--- config.mk ---
export PLATFORM = sky130hd
export DESIGN_NAME = hazard_ctrl_unit
export DESIGN_NICKNAME = d
export VERILOG_FILES = /design/src/rtl/hazard_pkg.sv /design/src/rtl/hazard_perf_counter.sv /design/src/rtl/hazard_ctrl_unit.sv
export SDC_FILE = /design/constraint.sdc
export NUM_CORES = 1
export LEC_CHECK = 0
export CAP_MARGIN = 10
export CELL_PAD_IN_SITES_DETAIL_PLACEMENT = 1
export CELL_PAD_IN_SITES_GLOBAL_PLACEMENT = 1
export CORE_MARGIN = 2
export CORE_UTILIZATION = 15
export CTS_CLUSTER_SIZE = 24
export DETAILED_ROUTE_END_ITERATION = 10
export PLACE_DENSITY_LB_ADDON = 0.1
export REMOVE_ABC_BUFFERS = 1
export SLEW_MARGIN = 20
export SYNTH_ARGS = -nofsm -noshare
export SYNTH_HDL_FRONTEND = slang
export SYNTH_HIERARCHICAL = 1
export SYNTH_SLANG_ARGS = --single-unit
--- constraint.sdc ---
create_clock -name clk -period 2.9 [get_ports clk]
set_clock_uncertainty 0.15 [all_clocks]
set_input_delay 0.87 -clock clk [delete_from_list [all_inputs] [get_ports clk]]
set_output_delay 0.87 -clock clk [all_outputs]
set_load 0.01 [all_outputs]
--- src/rtl/hazard_pkg.sv ---
// Shared types and constants for the pipeline hazard controller.
// The stall counter is sized from MEM_LAT through stall_cnt_w().
package hazard_pkg;

  typedef enum logic [1:0] {
    IDLE       = 2'd0,
    LOAD_STALL = 2'd1,
    MEM_WAIT   = 2'd2
  } hazard_state_e;

  localparam int REG_ZERO = 0;

  function automatic int stall_cnt_w(input int mem_lat);
    return $clog2(mem_lat) + 1;
  endfunction

endpackage

--- src/rtl/hazard_perf_counter.sv ---
// Saturating event counter with synchronous clear.
// Used for the hazard controller's performance statistics.
module hazard_perf_counter #(
  parameter int CNT_W = 32
) (
  input  logic             clk,
  input  logic             rst_n,
  input  logic             inc,
  input  logic             clr,
  output logic [CNT_W-1:0] count
);

  logic [CNT_W-1:0] count_q, count_d;

  always_comb begin
    count_d = count_q;
    if (clr) begin
      count_d = '0;
    end else if (inc && (count_q != '1)) begin
      count_d = count_q + CNT_W'(1);
    end
  end

  always_ff @(posedge clk or negedge rst_n) begin
    if (!rst_n) begin
      count_q <= '0;
    end else begin
      count_q <= count_d;
    end
  end

  assign count = count_q;

endmodule

--- src/rtl/hazard_ctrl_unit.sv ---
// Pipeline hazard controller: multi-cycle load-use stalls, branch flush, data-memory wait freeze.
// Performance counters are built only when HAZ_PERF_CNT_EN is defined; otherwise they read 0.
module hazard_ctrl_unit
  import hazard_pkg::*;
#(
  parameter int REG_AW  = 5,
  parameter int MEM_LAT = 1,
  parameter int CNT_W   = 32
) (
  input  logic              clk,
  input  logic              rst_n,
  input  logic              Ex_memRead,
  input  logic              Ex_jump_or_branch,
  input  logic [REG_AW-1:0] Ex_RegRd,
  input  logic [REG_AW-1:0] ID_RegRs1,
  input  logic [REG_AW-1:0] ID_RegRs2,
  input  logic              ID_useRs1,
  input  logic              ID_useRs2,
  input  logic              dmem_wait,
  output logic              IF_ID_flush,
  output logic              ID_Ex_flush,
  output logic              IF_ID_freeze,
  output logic              pc_freeze,
  output logic              Ex_Mem_freeze,
  output logic              stall_busy,
  output logic [CNT_W-1:0]  perf_stall_cnt,
  output logic [CNT_W-1:0]  perf_flush_cnt
);

  localparam int CW = stall_cnt_w(MEM_LAT);

  hazard_state_e state_q, state_d;
  hazard_state_e saved_q, saved_d;
  hazard_state_e eff_state;
  logic [CW-1:0] cnt_q, cnt_d;
  logic          hit;
  logic          stall_inc;
  logic          flush_inc;

  assign hit = Ex_memRead && (Ex_RegRd != REG_AW'(REG_ZERO)) &&
               ((ID_useRs1 && (ID_RegRs1 == Ex_RegRd)) ||
                (ID_useRs2 && (ID_RegRs2 == Ex_RegRd)));

  // While parked in MEM_WAIT, the cycle the wait drops behaves as the saved state.
  assign eff_state = (state_q == MEM_WAIT) ? saved_q : state_q;

  always_comb begin
    state_d       = state_q;
    saved_d       = saved_q;
    cnt_d         = cnt_q;
    IF_ID_flush   = 1'b0;
    ID_Ex_flush   = 1'b0;
    IF_ID_freeze  = 1'b0;
    pc_freeze     = 1'b0;
    Ex_Mem_freeze = 1'b0;
    stall_inc     = 1'b0;
    flush_inc     = 1'b0;
    if (rst_n) begin
      if (dmem_wait) begin
        pc_freeze     = 1'b1;
        IF_ID_freeze  = 1'b1;
        Ex_Mem_freeze = 1'b1;
        state_d       = MEM_WAIT;
        if (state_q != MEM_WAIT) begin
          saved_d = state_q;
        end
      end else if (Ex_jump_or_branch) begin
        IF_ID_flush = 1'b1;
        ID_Ex_flush = 1'b1;
        flush_inc   = 1'b1;
        state_d     = IDLE;
        saved_d     = IDLE;
        cnt_d       = '0;
      end else if (eff_state == LOAD_STALL) begin
        ID_Ex_flush  = 1'b1;
        pc_freeze    = 1'b1;
        IF_ID_freeze = 1'b1;
        stall_inc    = 1'b1;
        saved_d      = IDLE;
        if (cnt_q <= CW'(1)) begin
          state_d = IDLE;
          cnt_d   = '0;
        end else begin
          state_d = LOAD_STALL;
          cnt_d   = cnt_q - CW'(1);
        end
      end else if (hit) begin
        ID_Ex_flush  = 1'b1;
        pc_freeze    = 1'b1;
        IF_ID_freeze = 1'b1;
        stall_inc    = 1'b1;
        saved_d      = IDLE;
        if (MEM_LAT == 1) begin
          state_d = IDLE;
        end else begin
          state_d = LOAD_STALL;
          cnt_d   = CW'(MEM_LAT - 1);
        end
      end else begin
        state_d = IDLE;
        saved_d = IDLE;
      end
    end
  end

  always_ff @(posedge clk or negedge rst_n) begin
    if (!rst_n) begin
      state_q <= IDLE;
      saved_q <= IDLE;
      cnt_q   <= '0;
    end else begin
      state_q <= state_d;
      saved_q <= saved_d;
      cnt_q   <= cnt_d;
    end
  end

  assign stall_busy = (state_q != IDLE);

`ifdef HAZ_PERF_CNT_EN
  hazard_perf_counter #(.CNT_W(CNT_W)) u_stall_cnt (
    .clk   (clk),
    .rst_n (rst_n),
    .inc   (stall_inc),
    .clr   (1'b0),
    .count (perf_stall_cnt)
  );

  hazard_perf_counter #(.CNT_W(CNT_W)) u_flush_cnt (
    .clk   (clk),
    .rst_n (rst_n),
    .inc   (flush_inc),
    .clr   (1'b0),
    .count (perf_flush_cnt)
  );
`else
  logic unused_perf;
  assign unused_perf    = stall_inc ^ flush_inc;
  assign perf_stall_cnt = '0;
  assign perf_flush_cnt = '0;
`endif

endmodule

==> results of run 1 <==
-- per-stage QoR --
step                      setup WS [ps]  hold WS [ps]  total power, mW  setup TNS (ps)  cell area, um^2
after CTS                          -239           347            0.126            -685              867
after detailed placement          -1130           347            0.126           -4030              850
after global placement            -1120           323            0.127           -4060              850
after floorplan                   -80.9           371           0.0731            -162              459
after global routing               -314           382            0.143            -862              888
final                              -230           337            0.130            -633              888
-- worst max-delay path by stage --
stage / start / end / slack, ps / cells after the start
final: ID_RegRs1[3] / IF_ID_freeze / -230 / 6
after detailed placement: Ex_RegRd[1] / IF_ID_freeze / -1130 / 6
after global routing: ID_RegRs2[2] / pc_freeze / -310 / 6
after CTS: ID_RegRs1[2] / IF_ID_freeze / -240 / 6
after floorplan: Ex_RegRd[2] / IF_ID_freeze / -80 / 4
after global placement: Ex_RegRd[1] / IF_ID_freeze / -1120 / 6
-- routing by layer --
| metal | up-vias | GRT usage, % |
|---|---|---|
| met5 | - | 0 |
| li1 | 225 | - |
| met2 | 46 | 9.39 |
| met4 | 0 | 0 |
| met1 | 215 | 4.15 |
| met3 | 0 | 0 |
-- layout make-up --
cell class	instances	area (um^2)	share of cell area, %
Inverter	2	7.51	0.845
Multi-Input combinational cell	86	483	54.4
Sequential cell	1	25.0	2.82
Tap cell	54	67.6	7.61
Timing Repair Buffer	36	305	34.4
-- cells by family after synthesis --
logic type	synth area share, %
buffers and inverters	69.7
xor gates and xnor gates	12.3
and+or+nand+nor	7.04
AOI/OAI and AO/OA	6.87
DFF	3.52
other	0.528
-- what timing repair did --
item                                   4_1_cts  5_1_grt
pin swaps                                   13        4
setup buffers                                2        0
setup endpoints to repair                    5        3
endpoints found under the hold margin        0        0
gates resized for setup                     66        9
-- cells in the mapped netlist (2+ instances only) --
cell type / n
inv_1: 2
xnor2_1: 2
buf_4: 65
xor2_1: 8
-- power breakdown --
group	switching (mW)	internal, mW	total (mW)
Combinational	0.0687	0.0453	0.114
Clock	0	0	0
Sequential	0.000717	0.0155	0.0162
==> results.toml, run 1 <==
[outcome]
status = "finished with violations"
violations = "setup timing"

[setup_path]
path_buf_inv = 2
criticalPathCategory = "in -> out"
path_delay_family = "buffers and inverters"
cpPeakStageDelay_ps = 270
cp.arrival_ps = 2110
worstPathCellList = "dlygate4sd2_1 -> xor2_2 -> nor4_2 -> a32oi_2 -> o41ai_4 -> buf_2"
crit_fanout = 2
reg2reg_depth = 1
cp_data_required_time_ps = 1880
reg2reg_from = "state_q[1]"
crit_slowest_cell = "o41ai_4"
cp-start-kind = "input port"
reg2reg_slack_ps = 2090
rr_endpoint = "state_q[1]"
end_kind = "primary output"

[timing]
post-route-period-util_pct = 108
fmax_mhz = 320
rsz0062_at_grt = "true"
period_minus_slack_ps = 3130
maxSlewViolCount = 0
hold_viol = 0
fin_ws_ps = -230
finalSetupViolations = 3

[finish]
postLayoutCoreUtil_pct = 19.2
reg_top3 = "state_q: 1 flops"
diodes = 0
fin_cells = 179
area_growth_pct = 25.0
regMostFlops = "state_q"
drive_gt1_share_pct = 25.6
largest_reg_flops = 1
final_common_cell = "conb_1"
fill_cells = 583
nets = 149
final_cell_mix = "conb_1, buf_2, dlygate4sd2_1, buf_4"

[yosys]
async_reset_ff_share_pct = 100
yosys.area.top_type_share_pct = 68.7
netlist_instances = 91
yosysWarnings = 6
syn_avg_cell_area_um2 = 7.81
yosys_register_bits = 1
ys.flop_type = "dfrtp_1"
ys_types = 18
synth_area_um2 = 711
synth_area_leaders = "buf_4, xor2_1, dfrtp_1, xnor2_1, o41ai_2"
synth_edf_count = 0
ys_seq_area_share_pct = 3.52
synth.largest_area_cell = "buf_4"

[clock_tree]
clkTransAtPathRegs_ps = 0
cts_hold_buf = 0
clk_latency_ps = 0

[route]
drtPass1Iterations = 2
wl_met1_um = 388
detail_route.wl_per_cell_um = 7.66
highest_layer = "met3"
drt-vias-per-instance = 2.72
wl_met3_um = 148
vias = 486
wl_mm = 1.37
ant_nets = 0
met2_length_um = 833
drcViolationCount = 0
dr.first_iter.drc_count = 1

[grt]
grt-ovfl-total = 0
grt_pass1_wl_mm = 1.78
grt_max_degree = 5
grt_usage_pct = 4.08
antenna_found_initial = 0
grt_pass1_vias = 387

[power]
powerDensity_nw_per_um2 = 147
leakage_nw = 0.495
peakVddDrop_mv = 0.0324

[floorplan]
die_y_um = 72.8
initial_utilization_pct = 15.4
top_level_ports = 92
die_x_um = 72.8
coreArea_um2 = 4630
core.rowCount = 25
die_area_um2 = 5300

[placed_design]
place_congestion = 0.606
io_buffers = 27
hpwl_mm = 1.27
dp_cells = 177

[worst_hold_path]
min_path_cells = 1
hp-start = "state_q[1]"
holdPathEnd = "state_q[1]"
hold_class = "reg -> reg"

[flow_run]
drv_cap = 0
Power figures use the tool's default switching activity.
==> run 2, diff against run 1 <==
- MAX_ROUTING_LAYER: default -> met4
==> run 2 against run 1 <==
Critical path type unchanged. Critical endpoint unchanged. Worst hold slack is the same. The run still ends with setup timing left. Register-to-register slack is essentially flat. Wire length grew 0.15%. Combinational power is essentially flat. Final cell count is the same. Core utilization is the same. Total power is essentially flat. Die area is the same. Critical path depth is the same. Global-route usage grew 0.12 points. Sequential cell count is the same. Largest cell class unchanged.
==> results.toml, run 2 (synthesis gave the netlist of run 1 again) <==
[setup_path]
crit_slowest_cell = "o41ai_4"
path_buf_inv = 2
end_kind = "primary output"
worstPathCellList = "dlygate4sd2_1 -> xor2_2 -> nor4_2 -> a32oi_2 -> o41ai_4 -> buf_2"
cpPeakStageDelay_ps = 270
criticalPathCategory = "in -> out"
worstSetupStartpoint = "ID_RegRs1[3]"
worstSetupPathDepth = 6
rr_endpoint = "state_q[1]"
crit_fanout = 2
cp.arrival_ps = 2110
reg2reg_depth = 1
path_delay_family = "buffers and inverters"
reg2reg_from = "state_q[1]"
cp-endpoint = "IF_ID_freeze"
cp-start-kind = "input port"
reg2reg_slack_ps = 2090
cp_data_required_time_ps = 1880

[finish]
largest_reg_flops = 1
final_common_cell = "conb_1"
area_growth_pct = 25.0
fin_cells = 179
final_cell_mix = "conb_1, buf_2, dlygate4sd2_1, buf_4"
reg_top3 = "state_q: 1 flops"
drive_gt1_share_pct = 25.6
regMostFlops = "state_q"
diodes = 0
nets = 149

[route]
drtPass1Iterations = 2
detail_route.wl_per_cell_um = 7.67
dr.first_iter.drc_count = 1
drcViolationCount = 0
drt-vias-per-instance = 2.72
vias = 486
wl_mm = 1.37
ant_nets = 0

[outcome]
violations = "setup timing"
status = "finished with violations"

[timing]
tns_ps = -629
period_minus_slack_ps = 3130
hold_viol = 0
fin_ws_ps = -227
maxSlewViolCount = 0
fmax_mhz = 320
post-route-period-util_pct = 108
rsz0062_at_grt = "true"
finalSetupViolations = 3

[worst_hold_path]
hp-start = "state_q[1]"
hold_class = "reg -> reg"

[power]
power.switching_mw = 0.0695
internal_power_mw = 0.0608
leakage_nw = 0.495
seq_power_share_pct = 12.4
powerDensity_nw_per_um2 = 147
peakVddDrop_mv = 0.0324
swShare_pct = 53.3
total_power_mw = 0.130
pwr-share-comb_pct = 87.6
power.share.clock_pct = 0

[floorplan]
top_level_ports = 92
coreArea_um2 = 4630
initial_utilization_pct = 15.4
die_y_um = 72.8
die_x_um = 72.8
die_area_um2 = 5300
core.rowCount = 25

[placed_design]
dp_cells = 177
place_congestion = 0.610
dp_slack_ps = -1130
io_buffers = 27
hpwl_mm = 1.27

[flow_run]
drv_cap = 0

[grt]
grt_max_degree = 5
grt-ovfl-total = 0
antenna_found_initial = 0
grt_usage_pct = 4.20
grt_pass1_vias = 388
grt_pass1_wl_mm = 1.78

[clock_tree]
clk_latency_ps = 0
clkTransAtPathRegs_ps = 0
cts_hold_buf = 0
-- run 2: cell counts in the layout (fill, tap and decap cells not counted) --
No cell type changed its count.
-- run 2: area by class of cell --
type / count / area, um^2
fillers: 583 / 3740
inverters: 2 / 7.51
multi-input cells: 86 / 483
flip-flops and latches: 1 / 25.0
well taps: 54 / 67.6
repair buffers: 36 / 305
-- run 2: power by group through the flow --
stage / combinational [mW] / sequential, mW / clock [mW]
3_3_place_gp: 0.111 / 0.0161 / 0
5_1_grt: 0.127 / 0.0164 / 0
2_1_floorplan: 0.0564 / 0.0167 / 0
3_5_place_dp: 0.110 / 0.0162 / 0
4_1_cts: 0.109 / 0.0162 / 0
6_report: 0.114 / 0.0162 / 0
-- run 2: per-stage QoR --
step | utilization (%) | hold WS, ps | area, um^2
floorplan | - | 371 | 459
global placement | 18.4 | 323 | 850
detailed placement | 18.4 | 347 | 850
CTS | 18.7 | 347 | 867
global route | 19.2 | 382 | 888
finish | 19.2 | 337 | 888
-- run 2: worst min path at each step --
stage / endpoint / slack (ps) / depth (start not counted)
2_1_floorplan: state_q[1] / 370 / 1
3_3_place_gp: state_q[1] / 320 / 1
3_5_place_dp: state_q[1] / 350 / 1
4_1_cts: state_q[1] / 350 / 1
5_1_grt: state_q[1] / 380 / 1
6_report: state_q[1] / 340 / 1
-- run 2: what timing repair did --
item,CTS,global route
gates cloned,0,0
gates resized for setup,66,9
setup endpoints to repair,5,3
setup buffers,2,0
pin swaps,13,4
-- run 2: metal layers --
metal,GRT usage [%],up-vias,part of all wire [%]
li1,-,225,-
met1,4.15,215,28
met2,9.39,46,61
met3,0,0,11
met4,0,0,0
met5,-,-,0
